File: src/rtl/reg_access_pkg.sv
// reg_access_pkg: shared sequencer state encoding and default widths for the
// register file, the execute unit and the sequencer.
package reg_access_pkg;
    localparam int DEF_DATA_W = 8;
    localparam int DEF_ADDR_W = 2;
    localparam int DEF_OPC_W  = 4;
    typedef enum logic [1:0] {IDLE, READ, EXEC, WB} state_e;
endpackage

File: src/rtl/reg_access_seq.sv
// reg_access_seq: read-execute-writeback instruction sequencer for a small register file.
// Define REG_ACCESS_SEQ_ZFLAG_EN to add the zero_flag output.
module reg_access_seq #(
    parameter int DATA_W = reg_access_pkg::DEF_DATA_W,
    parameter int ADDR_W = reg_access_pkg::DEF_ADDR_W,
    parameter int OPC_W  = reg_access_pkg::DEF_OPC_W
) (
    input  logic              clk,
    input  logic              rst,
    input  logic              req_valid,
    output logic              req_ready,
    input  logic [ADDR_W-1:0] req_rx,
    input  logic [ADDR_W-1:0] req_ry,
    input  logic [OPC_W-1:0]  req_opcode,
    input  logic              req_wb,
    output logic [ADDR_W-1:0] rf_rd_addr_a,
    output logic [ADDR_W-1:0] rf_rd_addr_b,
    input  logic [DATA_W-1:0] rf_rd_data_a,
    input  logic [DATA_W-1:0] rf_rd_data_b,
    output logic              rf_we,
    output logic [ADDR_W-1:0] rf_wr_addr,
    output logic [DATA_W-1:0] rf_wr_data,
    output logic              exe_valid,
    output logic [OPC_W-1:0]  exe_opcode,
    output logic [DATA_W-1:0] exe_opa,
    output logic [DATA_W-1:0] exe_opb,
    input  logic              exe_done,
    input  logic [DATA_W-1:0] exe_result,
`ifdef REG_ACCESS_SEQ_ZFLAG_EN
    output logic              zero_flag,
`endif
    output logic              done
);
    import reg_access_pkg::*;

    state_e            state_q, state_d;
    logic [ADDR_W-1:0] rx_q, rx_d, ry_q, ry_d;
    logic [OPC_W-1:0]  opc_q, opc_d;
    logic              wb_q, wb_d;
    logic [DATA_W-1:0] opa_q, opa_d, opb_q, opb_d, res_q, res_d;
`ifdef REG_ACCESS_SEQ_ZFLAG_EN
    logic              zf_q, zf_d;
`endif

    always_comb begin
        state_d = state_q;
        rx_d    = rx_q;
        ry_d    = ry_q;
        opc_d   = opc_q;
        wb_d    = wb_q;
        opa_d   = opa_q;
        opb_d   = opb_q;
        res_d   = res_q;
`ifdef REG_ACCESS_SEQ_ZFLAG_EN
        zf_d    = zf_q;
`endif
        case (state_q)
            IDLE: if (req_valid) begin
                state_d = READ;
                rx_d    = req_rx;
                ry_d    = req_ry;
                opc_d   = req_opcode;
                wb_d    = req_wb;
            end
            READ: begin
                state_d = EXEC;
                opa_d   = rf_rd_data_a;
                opb_d   = rf_rd_data_b;
            end
            EXEC: if (exe_done) begin
                state_d = WB;
                res_d   = exe_result;
            end
            WB: begin
                state_d = IDLE;
`ifdef REG_ACCESS_SEQ_ZFLAG_EN
                zf_d    = (res_q == '0);
`endif
            end
            default: state_d = IDLE;
        endcase
    end

    always_ff @(posedge clk) begin
        if (rst) begin
            state_q <= IDLE;
            rx_q    <= '0;
            ry_q    <= '0;
            opc_q   <= '0;
            wb_q    <= 1'b0;
            opa_q   <= '0;
            opb_q   <= '0;
            res_q   <= '0;
`ifdef REG_ACCESS_SEQ_ZFLAG_EN
            zf_q    <= 1'b0;
`endif
        end else begin
            state_q <= state_d;
            rx_q    <= rx_d;
            ry_q    <= ry_d;
            opc_q   <= opc_d;
            wb_q    <= wb_d;
            opa_q   <= opa_d;
            opb_q   <= opb_d;
            res_q   <= res_d;
`ifdef REG_ACCESS_SEQ_ZFLAG_EN
            zf_q    <= zf_d;
`endif
        end
    end

    assign req_ready    = (state_q == IDLE);
    assign exe_valid    = (state_q == EXEC);
    assign done         = (state_q == WB);
    assign rf_we        = (state_q == WB) && wb_q;
    assign rf_rd_addr_a = rx_q;
    assign rf_rd_addr_b = ry_q;
    assign rf_wr_addr   = rx_q;
    assign rf_wr_data   = res_q;
    assign exe_opcode   = opc_q;
    assign exe_opa      = opa_q;
    assign exe_opb      = opb_q;
`ifdef REG_ACCESS_SEQ_ZFLAG_EN
    // Valid during the writeback cycle itself, then held until the next one.
    assign zero_flag    = (state_q == WB) ? (res_q == '0) : zf_q;
`endif
endmodule

File: config.mk
export PLATFORM = sky130hd
export DESIGN_NAME = reg_access_seq
export DESIGN_NICKNAME = d
export VERILOG_FILES = /design/src/rtl/reg_access_pkg.sv /design/src/rtl/reg_access_seq.sv
export SDC_FILE = /design/constraint.sdc
export NUM_CORES = 1
export LEC_CHECK = 0
export CAP_MARGIN = 20
export CORE_MARGIN = 3
export CORE_UTILIZATION = 38
export CTS_CLUSTER_DIAMETER = 50
export DETAILED_ROUTE_END_ITERATION = 10
export GPL_TIMING_DRIVEN = 0
export HOLD_SLACK_MARGIN = 0.03
export PLACE_DENSITY_LB_ADDON = 0.12
export SYNTH_ARGS = -nofsm -noshare
export SYNTH_HDL_FRONTEND = slang
export SYNTH_SLANG_ARGS = --single-unit
File: constraint.sdc
create_clock -name clk -period 1.89 [get_ports clk]
set_clock_uncertainty 0.05 [all_clocks]
set_input_delay 0.189 -clock clk [delete_from_list [all_inputs] [get_ports clk]]
set_output_delay 0.189 -clock clk [all_outputs]
set_load 0.01 [all_outputs]
After elaboration in Yosys (flattened, before gate mapping) --
Cells that the tools add are included.
Storage, ports and cells: register bits 35, bits in latches 0, RAM bits 0, bits in read-only memories 0, bits of input ports 37, output and inout bits 38, memories kept 0
Cells by class: add/subtract/negate cells 0, multipliers 0, div/mod/pow operators 0, order comparisons 0, equality and inequality tests 5, shift operators 0, muxes and demuxes 3, bitwise gates (word level) 0, reduce and logical (&&, ||, !) cells 5
Operators by type and width (count):
- 2-bit case mux with 4 select lines | 1
- 2-bit AND reduction | 3
- 2-bit == test (second input constant) | 2
- 2-bit two-way mux | 2
- 2-bit by 1-bit == test with 1-bit output (second input constant) | 1
- 2-bit zero test | 1
- 2-bit by 1-bit inequality test with 1-bit output (second input constant) | 1
- 2-bit inequality test (second input constant) | 1
- 1-bit logical AND | 1

Depth between registers and ports, before layout --
depth in word-level cells 3, mapped depth 6, depth with buffers taken out 5

Worst setup path before layout --
No wires, ideal clock.
kind register -> register, start register state_q[0], end register state_q[0], setup time 0.116 ns, arrival time 1.279 ns, data required time 1.724 ns, setup slack 0.445 ns, stages on the path, launching flop included 7, path buffers 1, path through dfxtp_1 -> inv_1 -> ha_1 -> buf_6 -> nor2b_4 -> or3_1 -> o211a_1
Between the ends: word-level cells in the longest chain between the ends 3, elaborated cells between the ends (all ways) 8, those cells by class eq/ne: 5; mux: 1; reduce/logical: 2
Ends and longest elaborated chain:
- from (decl) | RTL line reg_access_seq.sv:36 | state_e state_q, state_d;
- from (signal assigned) | RTL line reg_access_seq.sv:98 | state_q <= state_d;
- 2-bit == test or 2-bit zero test (tied branches) | RTL line reg_access_seq.sv:57 | case (state_q)
- 2-bit by 1-bit inequality test with 1-bit output (no source line) or 2-bit inequality test (tied branches)
- 2-bit AND reduction (no source line)
Several ways; a longest one is shown, not always the timed one. A chain may end at the register's enable or synchronous reset.

Worst setup path in the final report --
start register state_q[0], end output port req_ready
Between the ends: word-level cells in the longest chain between the ends 1
Ends and longest elaborated chain:
- 2-bit zero test | RTL line reg_access_seq.sv:112 | assign req_ready = (state_q == IDLE);
- to (decl) | RTL line reg_access_seq.sv:11 | output logic req_ready,
No other way between the ends.

==> summary.md <==
- **Crit path buffers/inverters** 2
- **Post-synth EDFFs** 0
- **CTS buffer count** 5
- **H-Tree Depth** 2
- **count of input and output buffers** 72
- **Crit path largest cell delay** 0.55 ns
- **CTS root buffer** clkbuf_4
- **width of the die** 66.2 um
- **layout cell share with drive strength beyond 1** 8.70%
- **Post-synth ARST share** 0%
- **placed standard-cell area** 2160 sq um
- **average size of a mapped cell** 9.25 sq um
- **floorplan die area** 4390 sq um
- **final worst slack** 0.102 ns
- **Design Power** 2.43 mW
- **terminus of the critical flop-to-flop path** state_q[0]$_SDFFE_PP0P_
- **multiplexer fraction of the synthesized cell area** 12.3%
- **most frequent cells after synthesis** dfxtp_1, nand2_1, a21oi_1, mux2i_1, nand3_1
- **number of vias in the routed layout** 1,294
- **cell type with the highest aggregate area in the netlist** dfxtp_1
- **Post-route DRC** 0
- **post-detailed-route wirelength per cell** 12.7 um
- **post-route fraction of the period consumed by the critical path** 94.6%
- **fin cells** 276
- **placement row count** 21
- **DR iter-0 viols** 56
- **effective utilization at floorplan** 40.4%
- **clock latency reported for the late side of the worst-skew pair** 0.33 ns
- **flip-flop cell with the highest count after synthesis** dfxtp_1
- **post-synthesis instance area** 1380 sq um
- **final design area excluding fillers** 2240 sq um
- **die span in y** 66.2 um
- **number of antenna violations at the first check in global routing** 0
- **worst slew margin relative to its limit** 69.9%
- **Final Max Tran Viols** 0
- **DP Wirelength** 2690 um
- **vias in the first global route** 1,240
- **Worst Hold Path EP** rf_wr_data[2]$_SDFFE_PP0P_
- **number of antenna repair diodes** 0
- **total length of routed wires** 3490 um
- **power per unit of standard cell area** 1080 nW/um^2
- **cell type of the slowest stage on the worst timing path** clkdlybuf4s50_1
- **area share of the leading cell type in the synthesized netlist** 50.8%
- **Sum Neg Setup Slack** 0 ns
- **Synthesis Warnings** 0
- **clock sink total** 35
- **number of cells after detailed placement** 267
- **GRT Util Overall** 16.5%
- **post-layout utilization of the core** 65.6%
- **buffer count from post-CTS setup fixing** 0
- **Final Hold Violating Endpoints** 0
- **placeable core area** 3420 sq um
- **worst slack after detailed placement** 0.364 ns
- **capturing element type of the critical path** output pin
- **deepest clock path buffer count** 2
- **data arrival time of the worst path** 1.55 ns
- **largest fanout on the critical path** 4
- **HP Start** exe_done
- **maximum number of pins on one net before global-route repair** 12
- **maxcap violations** 0
- **post-synth cell types** 16
- **gate count after technology mapping** 149
- **first-pass detailed-route iteration total** 6
- **cells along the critical path** inv_1 -> ha_1 -> clkdlybuf4s50_1
- **Congestion Overflow GR** 0
- **clk slew on worst S/H paths** 0.10 ns
- **fraction of the mapped netlist area in compound gates** 7.26%
- **#FFs+latches synth** 35
- **unrepaired setup endpoints after global routing** no
- **Post-Synth XOR/XNOR Area** 0%
- **Worst Hold Class** in -> reg
- **number of nets in the finished design** 271
- **Fin Hold WS** 0.0871 ns
- **detailed-route vias per instance** 4.69
- **Final ANT Viol Nets** 0
- **worst hold path stage count** 3
- **basic-gate share of the synthesized area counting and, or, nand and nor cells** 18.1%
- **synthesized-area fraction occupied by adder cells** 4.54%
- **final critical-path required period** 1.79 ns
- **Worst Tran Pin Value** 0.451 ns
- **main combinational cell family by area after synthesis** simple AND/OR/NAND/NOR gates
- **wire length of the first global-routing pass** 5450 um
- **result of the run** completed
- **peak supply drop** 0.000613 V
- **beginning of the worst register-to-register path** state_q[0]$_SDFFE_PP0P_
- **cell count of the worst reg-to-reg path** 6
- **Req. time, crit path** 1.65 ns
- **main area contributors after synthesis** dfxtp_1, mux2i_1, a21oi_1
- **maximum achievable frequency** 559 MHz
- **number of fill cells** 291
- **boundary pin count** 75
- **sequential-to-total area share from yosys stat** 50.8%
- **crit-path leading delay family** buffers and inverters
- **start-to-end type of the worst setup path** reg -> out
- **Net Count, Synth** 191
- **flop-to-flop setup slack** 0.41 ns
- **Leakage** 0.861 nW
- **post-synthesis to final-layout area growth** 62.6%
- **startpoint class of the critical path** register
- **total setup violations reported at the end of the flow** 0
- **final estimated routing congestion in global placement** 0.709
- **count leader, synth** dfxtp_1
- **clock tree from TritonCTS** built
## flip-flops by register name, summed over array words and instances (netlist names)
| signal | count |
|---|---|
| exe_opcode | 4 |
| wb_q | 1 |
| exe_opa | 8 |
| state_q | 2 |
| rf_rd_addr_a | 2 |
| rf_wr_data | 8 |
| rf_rd_addr_b | 2 |
| exe_opb | 8 |
## layer usage
layer  vias to the layer above  global-route usage, %  routed length [um]
li1                        650                      -                   -
met3                         5                   7.82                 394
met5                         -                      0                   0
met4                         0                   9.90                  57
met2                        58                   26.8                1670
met1                       581                   17.2                1370
## cell families (layout without fill, tap and decap cells)
family,Yosys count,count (layout)
and+or+nand+nor,57,57
DFF,35,35
AOI/OAI and AO/OA,19,19
muxes,17,17
buffers and inverters,16,97
adders and majority gates,5,5
## how the worst max path moves through the flow
stage | start | end | slack, ns | cells after the start
detailed placement | state_q[0]$_SDFFE_PP0P_ | state_q[0]$_SDFFE_PP0P_ | 0.36 | 6
global route | state_q[1]$_SDFFE_PP0P_ | rf_we | 0.02 | 3
CTS | state_q[1]$_SDFFE_PP0P_ | rf_we | 0.04 | 3
finish | state_q[0]$_SDFFE_PP0P_ | req_ready | 0.10 | 3
global placement | state_q[0]$_SDFFE_PP0P_ | state_q[0]$_SDFFE_PP0P_ | 0.40 | 6
floorplan | state_q[0]$_SDFFE_PP0P_ | state_q[0]$_SDFFE_PP0P_ | 0.44 | 6
## power breakdown
part | internal (mW) | switching (mW)
Combinational | 0.554 | 0.453
Clock | 0.217 | 0.250
Sequential | 0.874 | 0.0791
Total | 1.65 | 0.782
## worst min-delay path, delay by kind of cell
kind	cells	cell delay (ns)
AND/OR/NAND/NOR	1	0.08
buffers and inverters	1	0.12
AO/OA/AOI/OAI	1	0.05
## layout by cell type, fill, tap and decap left out, types with 2 or more instances in the layout
master	instances
nor2_1	16
mux2i_1	17
clkbuf_8	2
clkbuf_1	3
buf_4	2
buf_6	3
ha_1	5
nand3_1	17
dfxtp_1	33
dfxtp_2	2
nand2_1	21
clkdlybuf4s50_1	72
clkbuf_4	5
a21oi_1	18
inv_1	4
buf_2	4
## layout make-up
type	instances	area, sq um	share of cell area, %
repair buffers	73	731	32.6
flip-flops and latches	35	703	31.4
multi-input cells	98	583	26.0
plain buffers	12	80.1	3.57
clock buffers	7	65.1	2.90
well taps	46	57.6	2.57
inverters	4	15.0	0.670
clock inverters	1	7.51	0.335
## repair_timing
item                       CTS  global route
gates resized for setup      0             2
setup endpoints to repair    0             2
hold buffers                 1             0
hold endpoints to repair     2             0
Power figures use the tool's default switching activity.
